File: src/rtl/tm1638_responder.sv
// TM1638 device-side responder: decodes the STB/CLK/DIO command stream,
// keeps a 16-byte display RAM, and shifts a latched key snapshot back to the
// bus master on read frames (LSB first).
module tm1638_responder #(
   parameter int SYNC_STAGES = 2   // must be 2 or more
) (
   input  logic        clk,
   input  logic        rst_n,
   input  logic        stb,
   input  logic        sclk,
   input  logic        dio_in,
   output logic        dio_out,
   output logic        dio_oe,
   input  logic [31:0] keys,
   input  logic [3:0]  ram_raddr,
   output logic [7:0]  ram_rdata,
   output logic        display_on,
   output logic [2:0]  brightness,
   output logic        disp_upd
);

   typedef enum logic [2:0] {
      S_IDLE,
      S_CMD,
      S_WDATA,
      S_RDATA,
      S_IGNORE
   } state_t;

   // Synchronizer chains; bus lines idle high, so the chains reset high.
   logic [SYNC_STAGES-1:0] stb_sync_reg;
   logic [SYNC_STAGES-1:0] sclk_sync_reg;
   logic [SYNC_STAGES-1:0] dio_sync_reg;
   logic                   stb_d_reg;
   logic                   sclk_d_reg;

   logic stb_s;
   logic sclk_s;
   logic dio_s;
   logic stb_rise;
   logic stb_fall;
   logic sclk_rise;
   logic sclk_fall;

   state_t      state_reg;
   state_t      state_next;
   logic [2:0]  bitcnt_reg;
   logic [6:0]  shift_reg;
   logic [2:0]  idx_reg;
   logic [3:0]  ptr_reg;
   logic        mode_fixed_reg;
   logic [31:0] snap_reg;
   logic [7:0]  ram_reg [16];
   logic [7:0]  ram_rdata_reg;
   logic        display_on_reg;
   logic [2:0]  brightness_reg;
   logic        disp_upd_reg;
   logic        dio_out_reg;
   logic        dio_oe_reg;

   logic       byte_done;
   logic [7:0] byte_val;
   logic       ram_we;
   logic       ptr_load;
   logic       mode_we;
   logic       snap_we;
   logic       ctrl_we;
   logic       idx_inc;

   // Shift each bus input through its synchronizer chain.
   always_ff @(posedge clk or negedge rst_n) begin
      if (!rst_n) begin
         stb_sync_reg  <= '1;
         sclk_sync_reg <= '1;
         dio_sync_reg  <= '1;
      end else begin
         stb_sync_reg  <= {stb_sync_reg[SYNC_STAGES-2:0], stb};
         sclk_sync_reg <= {sclk_sync_reg[SYNC_STAGES-2:0], sclk};
         dio_sync_reg  <= {dio_sync_reg[SYNC_STAGES-2:0], dio_in};
      end
   end

   assign stb_s  = stb_sync_reg[SYNC_STAGES-1];
   assign sclk_s = sclk_sync_reg[SYNC_STAGES-1];
   assign dio_s  = dio_sync_reg[SYNC_STAGES-1];

   // One-cycle delayed copies for edge detection.
   always_ff @(posedge clk or negedge rst_n) begin
      if (!rst_n) begin
         stb_d_reg  <= 1'b1;
         sclk_d_reg <= 1'b1;
      end else begin
         stb_d_reg  <= stb_s;
         sclk_d_reg <= sclk_s;
      end
   end

   assign stb_rise  = stb_s & ~stb_d_reg;
   assign stb_fall  = ~stb_s & stb_d_reg;
   assign sclk_rise = sclk_s & ~sclk_d_reg;
   assign sclk_fall = ~sclk_s & sclk_d_reg;

   // The completed byte is the seven stored bits plus the bit arriving now.
   assign byte_val  = {dio_s, shift_reg};
   assign byte_done = (state_reg != S_IDLE) && sclk_rise && (bitcnt_reg == 3'd7);

   // Frame state register.
   always_ff @(posedge clk or negedge rst_n) begin
      if (!rst_n) begin
         state_reg <= S_IDLE;
      end else begin
         state_reg <= state_next;
      end
   end

   // Next-state and per-byte action strobes; strobe edges take priority so a
   // byte finishing as stb rises is dropped.
   always_comb begin
      state_next = state_reg;
      ram_we     = 1'b0;
      ptr_load   = 1'b0;
      mode_we    = 1'b0;
      snap_we    = 1'b0;
      ctrl_we    = 1'b0;
      idx_inc    = 1'b0;
      if (stb_rise) begin
         state_next = S_IDLE;
      end else if (stb_fall) begin
         state_next = S_CMD;
      end else if (byte_done) begin
         case (state_reg)
            S_CMD: begin
               case (byte_val[7:6])
                  2'b01: begin
                     mode_we = 1'b1;
                     if (byte_val[1]) begin
                        snap_we    = 1'b1;
                        state_next = S_RDATA;
                     end else begin
                        state_next = S_IGNORE;
                     end
                  end
                  2'b11: begin
                     ptr_load   = 1'b1;
                     state_next = S_WDATA;
                  end
                  2'b10: begin
                     ctrl_we    = 1'b1;
                     state_next = S_IGNORE;
                  end
                  default: begin
                     state_next = S_IGNORE;
                  end
               endcase
            end
            S_WDATA: begin
               ram_we = 1'b1;
            end
            S_RDATA: begin
               idx_inc = (idx_reg < 3'd4);
            end
            default: begin
            end
         endcase
      end
   end

   // Bit counter and LSB-first input shifter.
   always_ff @(posedge clk or negedge rst_n) begin
      if (!rst_n) begin
         bitcnt_reg <= 3'd0;
         shift_reg  <= 7'd0;
      end else if (stb_rise || stb_fall) begin
         bitcnt_reg <= 3'd0;
      end else if ((state_reg != S_IDLE) && sclk_rise) begin
         bitcnt_reg <= bitcnt_reg + 3'd1;
         shift_reg  <= {dio_s, shift_reg[6:1]};
      end
   end

   // Write pointer and addressing mode; the mode persists across frames.
   always_ff @(posedge clk or negedge rst_n) begin
      if (!rst_n) begin
         ptr_reg        <= 4'd0;
         mode_fixed_reg <= 1'b0;
      end else begin
         if (mode_we) begin
            mode_fixed_reg <= byte_val[2];
         end
         if (ptr_load) begin
            ptr_reg <= byte_val[3:0];
         end else if (ram_we && !mode_fixed_reg) begin
            ptr_reg <= ptr_reg + 4'd1;
         end
      end
   end

   // Key snapshot and read byte index.
   always_ff @(posedge clk or negedge rst_n) begin
      if (!rst_n) begin
         snap_reg <= 32'd0;
         idx_reg  <= 3'd0;
      end else if (snap_we) begin
         snap_reg <= keys;
         idx_reg  <= 3'd0;
      end else if (idx_inc) begin
         idx_reg <= idx_reg + 3'd1;
      end
   end

   // Display RAM with registered read; a same-cycle write is not forwarded.
   always_ff @(posedge clk or negedge rst_n) begin
      if (!rst_n) begin
         for (int i = 0; i < 16; i++) begin
            ram_reg[i] <= 8'h00;
         end
         ram_rdata_reg <= 8'h00;
      end else begin
         if (ram_we) begin
            ram_reg[ptr_reg] <= byte_val;
         end
         ram_rdata_reg <= ram_reg[ram_raddr];
      end
   end

   // Display control settings and the update pulse.
   always_ff @(posedge clk or negedge rst_n) begin
      if (!rst_n) begin
         display_on_reg <= 1'b0;
         brightness_reg <= 3'd0;
         disp_upd_reg   <= 1'b0;
      end else begin
         if (ctrl_we) begin
            display_on_reg <= byte_val[3];
            brightness_reg <= byte_val[2:0];
         end
         disp_upd_reg <= ram_we | ctrl_we;
      end
   end

   // Drive read data on sclk falls; release the bus after four bytes or at any frame edge.
   always_ff @(posedge clk or negedge rst_n) begin
      if (!rst_n) begin
         dio_out_reg <= 1'b1;
         dio_oe_reg  <= 1'b0;
      end else if (stb_rise || stb_fall) begin
         dio_out_reg <= 1'b1;
         dio_oe_reg  <= 1'b0;
      end else if ((state_reg == S_RDATA) && sclk_fall) begin
         if (idx_reg < 3'd4) begin
            dio_out_reg <= snap_reg[{idx_reg[1:0], bitcnt_reg}];
            dio_oe_reg  <= 1'b1;
         end else begin
            dio_out_reg <= 1'b1;
            dio_oe_reg  <= 1'b0;
         end
      end
   end

   assign dio_out    = dio_out_reg;
   assign dio_oe     = dio_oe_reg;
   assign ram_rdata  = ram_rdata_reg;
   assign display_on = display_on_reg;
   assign brightness = brightness_reg;
   assign disp_upd   = disp_upd_reg;

endmodule

File: config.mk
export PLATFORM = sky130hd
export DESIGN_NAME = tm1638_responder
export DESIGN_NICKNAME = d
export VERILOG_FILES = /design/src/rtl/tm1638_responder.sv
export SDC_FILE = /design/constraint.sdc
export NUM_CORES = 1
export LEC_CHECK = 0
export ABC_AREA = 1
export CAP_MARGIN = 5
export CORE_ASPECT_RATIO = 0.5
export CORE_MARGIN = 8
export CORE_UTILIZATION = 45
export DETAILED_ROUTE_END_ITERATION = 10
export PLACE_DENSITY = 0.61
export RECOVER_POWER = 25
export SYNTH_ARGS = -nofsm -noshare
export SYNTH_HDL_FRONTEND = slang
export SYNTH_SLANG_ARGS = --single-unit
File: constraint.sdc
create_clock -name clk -period 2.7 [get_ports clk]
set_input_delay 0.27 -clock clk [delete_from_list [all_inputs] [get_ports clk]]
set_output_delay 0.27 -clock clk [all_outputs]
set_load 0.03 [all_outputs]
# Yosys cells after proc, flatten, opt, wreduce, memory -nomap -nowiden
# Index checks and enable logic that the tools add are counted.
dict set report totals {
  mem_bits_rw 0
  memories 0
  input_bits 41
  rom_bits 0
  regBits 204
  latch_bits 0
}
dict set report classes {
  div 0
  muxes 55
  multipliers 0
  order_cmp 5
  reduce_logical 16
  n_eq_ne 7
  n_addsub 3
  shifts 0
  n_bitwise 12
}
# op count
set op_table {}
lappend op_table {{bitwise mux 128 bit} 1}
lappend op_table {{two-way mux 1 bit} 36}
lappend op_table {{binary-select mux 8 bit (select 4 bit)} 1}
lappend op_table {{demux 8 bit (select 4 bit)} 1}
lappend op_table {{two-way mux 3 bit} 9}
lappend op_table {{two-way mux 8 bit} 3}
lappend op_table {{greater-or-equal comparator 5 bit, second input constant} 2}
lappend op_table {{inverter 4 -> 5 bit} 2}
lappend op_table {{nonzero test 3 bit} 3}
lappend op_table {{two-way mux 4 bit} 2}
lappend op_table {{nonzero test 2 bit} 4}
lappend op_table {{adder 3 x 1 -> 3 bit, second input constant} 2}
lappend op_table {{equality test 3 x 2 -> 1 bit, second input constant} 2}
lappend op_table {{< comparator 5 x 6 -> 1 bit, second input constant} 1}
lappend op_table {{case mux 3 bit (2 select lines)} 1}
lappend op_table {{binary-select mux 1 bit (select 5 bit)} 1}
lappend op_table {{logical AND 1 bit} 5}
lappend op_table {{< comparator 5 x 1 -> 1 bit, second input constant} 1}
lappend op_table {{inverter 1 bit} 5}
lappend op_table {{adder 4 x 1 -> 4 bit, second input constant} 1}
lappend op_table {{bitwise AND 1 bit} 4}
lappend op_table {{equality test 2 bit, second input constant} 2}
lappend op_table {{AND reduction 2 bit} 2}
lappend op_table {{equality test 3 x 1 -> 1 bit, second input constant} 1}
lappend op_table {{other kinds (6)} 6}

# Longest topological paths before layout
dict set report depth {
  ltp_word 10
  mapped_depth 12
}

# Worst setup path before layout
# Ideal clock, no wire load.
dict set report synth_path {
  kind {reg-to-reg}
  startpoint {reg stb_sync_reg[1]}
  endpoint {reg ram_reg[1] in the netlist's numbering}
  path_slack_ns 0.724
  synth_period_minus_slack_ns 1.976
  t_required_ns 2.583
  arrival_time_ns 1.859
  stages_incl_launch_ff 11
  setup_ns 0.117
  n_path_buf 2
  cell_sequence {dfstp_2 > inv_1 > ha_1 > nor2_2 > nand4_1 > nor2_4 > buf_12 > nand3_4 > buf_4 > o21ai_1 > inv_1}
}
dict set report synth_via {
  elab_chain_cells 4
  elab_cells_between_ends 5
}
# element line_no
set synth_lines {}
lappend synth_lines {{start, declared} 31} ;# logic [SYNC_STAGES-1:0] stb_sync_reg;
lappend synth_lines {{start signal, assigned} 77} ;# stb_sync_reg <= {stb_sync_reg[SYNC_STAGES-2:0], stb};
lappend synth_lines {{inverter 1 bit} 99} ;# assign stb_fall = ~stb_s & stb_d_reg;
lappend synth_lines {{bitwise AND 1 bit} 99}
lappend synth_lines {{two-way mux 1 bit} 128} ;# end else if (stb_fall) begin
lappend synth_lines {{two-way mux 1 bit *} 126} ;# if (stb_rise) begin
lappend synth_lines {{end signal, assigned by index} 220} ;# ram_reg[ptr_reg] <= byte_val;
lappend synth_lines {{end, declared} 53} ;# logic [7:0] ram_reg [16];
# Every way passes the cells marked *; elsewhere a longest branch is shown, timed or not.
# A chain may end at the register's enable or synchronous reset.

# Worst setup path after layout
dict set report layout_path {
  startpoint {reg stb_sync_reg[1]}
  endpoint {reg ram_reg[11] in the netlist's numbering}
}
# Same word-level chain as after synthesis.

==> out/metrics.cfg <==
[run_status]
outcome=finished with violations
failed_checks=max-capacitance violations, max-slew violations

[sta]
fin_crit_ns=2.36
rsz0062_at_grt=no
fin_crit_sh_pct=87.5
finalSetupViolCount=0
slew-limit-headroom_pct=-34.3
fin_skew_ns=0.00952
fin_ws_ns=0.339
tightest_slew_ns=2.01
finalSetupTns_ns=0
slew_violations=75
clock.fmax_ghz=0.423
hold_viol_final=0

[yosys]
synth.area.top_cells=dfrtp_1, inv_1, o21ai_0
yosysSeqAreaShare_pct=51.7
synth-seq-cells=204
syn_area_um2=9890
synth_area_per_cell_um2=8.56
ys_warn_count=0
synth_nets=1206
yosysUniqueCellTypes=32
syn-instance-count=1156
netlist.area_leader.share_pct=49.3
synth.largest_area_cell=dfrtp_1

[clocking]
cts.clk_slew.worst_paths_ns=0.06
clockBufferDepth=3
clock_latency_ns=0.49
cts_tree=done
cts.sinks=204
post_cts_buffers=0
cts_resized=0
cts_buffers=20
cts.htree.levels=1
root_buffer=clkbuf_16

[floorplan]
ioPinCount=56
fp-row-count=38
die_height_um=121
die_w_um=226
dieArea_um2=27300
core-area_um2=21600
start_util_pct=45.7

[route]
post_drt_wl_per_cell_um=15.5
drtPass1Iterations=5
routed_via_density=4.95
antenna_left=0
vias=7508
drtIter0Drc=562
routed_wl_um=23600
drc=0

[placement]
preCtsSetupSlack_ns=0.349
port-buffer-count=55
finalWeightedCongestion=0.828
dpl.hpwl_um=15900

[layout]
syn_to_final_growth_pct=15.7
layout_commonest_cell=inv_1
largest_reg_flops=128
regArea_um2=5120
diodes=0
final_nets=1253
layout_common_cells=inv_1, nand2_1, dfrtp_1
multi_input_area_um2=3510
layout-drive-gt1-share_pct=7.56
nFillCells=2000

[worst_hold_path]
hp-start=stb
min_path_type=in2reg

[pwr]
powerDensity_nw_per_um2=590
pwr-share-seq_pct=48.8
peakVddDrop_v=0.000420
power_switching_share_pct=26.9
pwr-share-clk_pct=41.4
p_leak_nw=6.93
p_total_mw=6.76
p_comb_share_pct=9.8
p_int_mw=4.94
switchingPower_mw=1.82

[critical_path]
critPathArrivalTime_ns=2.74
startpoint_type=flip-flop
end_kind=flip-flop
r2r_start=stb_sync_reg[1]
critPathLaunch=stb_sync_reg[1]
worstPathRequired_ns=3.08
criticalPathCategory=reg2reg
crit_fanout=13

[run]
cap_viol_max_count=1

[grt]
track_usage_pct=17.5
gr-total-overflow=0
grt_max_degree=77
grt_pass1_vias=7312
grt_pass1_wl_um=39000
antenna_found_initial=0

-- cells in the mapped netlist, drive strengths merged --
| library cell | count |
|---|---|
| a31oi | 3 |
| nand2 | 200 |
| inv | 257 |
| a211oi | 1 |
| mux2i | 64 |
| xor2 | 1 |
| xnor2 | 1 |
| nor3 | 6 |
| o221ai | 16 |
| nand4 | 4 |
| o21ai | 185 |
| ha | 9 |
| buf | 26 |
| clkinv | 2 |
| a21oi | 67 |
| nor2 | 19 |
| dfstp | 9 |
| clkbuf | 36 |
| o22ai | 2 |
| o211ai | 2 |
| nand3 | 51 |
| dfrtp | 195 |
-- kinds of logic (layout without fill, tap and decap cells) --
group / Yosys count / count (layout) / share of synthesized area (%)
buffers and inverters: 321 / 382 / 12.8
DFF: 204 / 204 / 51.7
adders and majority gates: 9 / 9 / 1.14
AOI/OAI and AO/OA: 276 / 276 / 14.7
muxes: 64 / 64 / 6.47
and+or+nand+nor: 280 / 280 / 13.0
xor gates and xnor gates: 2 / 2 / 0.177
-- per-stage QoR --
stage / util, % / instance area [um2] / hold WS (ns) / std cells
final: 52.9 / 11400 / 0.318 / 1517
after global routing: 52.9 / 11400 / 0.309 / 1517
after CTS: 53.0 / 11500 / 0.167 / 1517
after detailed placement: 49.9 / 10800 / 0.340 / 1480
after global placement: 49.9 / 10800 / 0.331 / 1480
after floorplan: - / 9890 / -0.0256 / 1156
-- worst max-delay path, stage by stage (launching register included) --
cell and delay (ns):
dfstp_1 0.55, inv_1 0.05, ha_1 0.23, nor2_2 0.16
nand4_1 0.15, nor2_4 0.46, buf_12 0.20, nand3_4 0.16
o21ai_0 0.22, inv_1 0.05
-- final timing paths --
check,endpoint,slack [ns],depth (start not counted)
worst max-delay path,ram_reg[11],0.34,9
max in group asynchronous,ram_reg[51],0.61,2
worst min-delay path,stb_sync_reg[0],0.32,1
worst max register to register,ram_reg[11],0.34,9
min in group asynchronous,snap_reg[3],0.87,2
worst min register to register,sclk_sync_reg[1],0.35,0
-- per-layer routing --
| metal | routed length, um | part of all wire, % | track usage (%) | vias up |
|---|---|---|---|---|
| met3 | 1040 | 4.4 | 2.70 | 28 |
| met4 | 450 | 1.9 | 3.92 | 0 |
| met2 | 10800 | 46 | 27.7 | 144 |
| met5 | 0 | 0 | 0 | - |
| met1 | 11300 | 48 | 25.2 | 3607 |
| li1 | - | - | - | 3729 |
-- power groups by stage --
stage / clock network [mW] / logic (mW) / registers [mW]
global route: 2.98 / 0.731 / 3.31
finish: 2.80 / 0.664 / 3.30
CTS: 2.86 / 0.677 / 3.29
floorplan: 0 / 0.370 / 3.24
global placement: 0 / 0.669 / 3.35
detailed placement: 0 / 0.673 / 3.35
-- timing repair --
action,CTS,global route
endpoints found under the setup margin,0,0
hold buffers,1,0
hold endpoints to repair,72,0
-- layout make-up --
| cell class | count | share of cell area, % |
|---|---|---|
| Clock inverter | 8 | 0.568 |
| Timing Repair Buffer | 87 | 7.26 |
| Clock buffer | 28 | 5.08 |
| Tap cell | 300 | 3.28 |
| Multi-Input combinational cell | 631 | 30.6 |
| Sequential cell | 204 | 44.7 |
| Inverter | 259 | 8.49 |
Note: power is estimated with default switching activity, not from simulation.
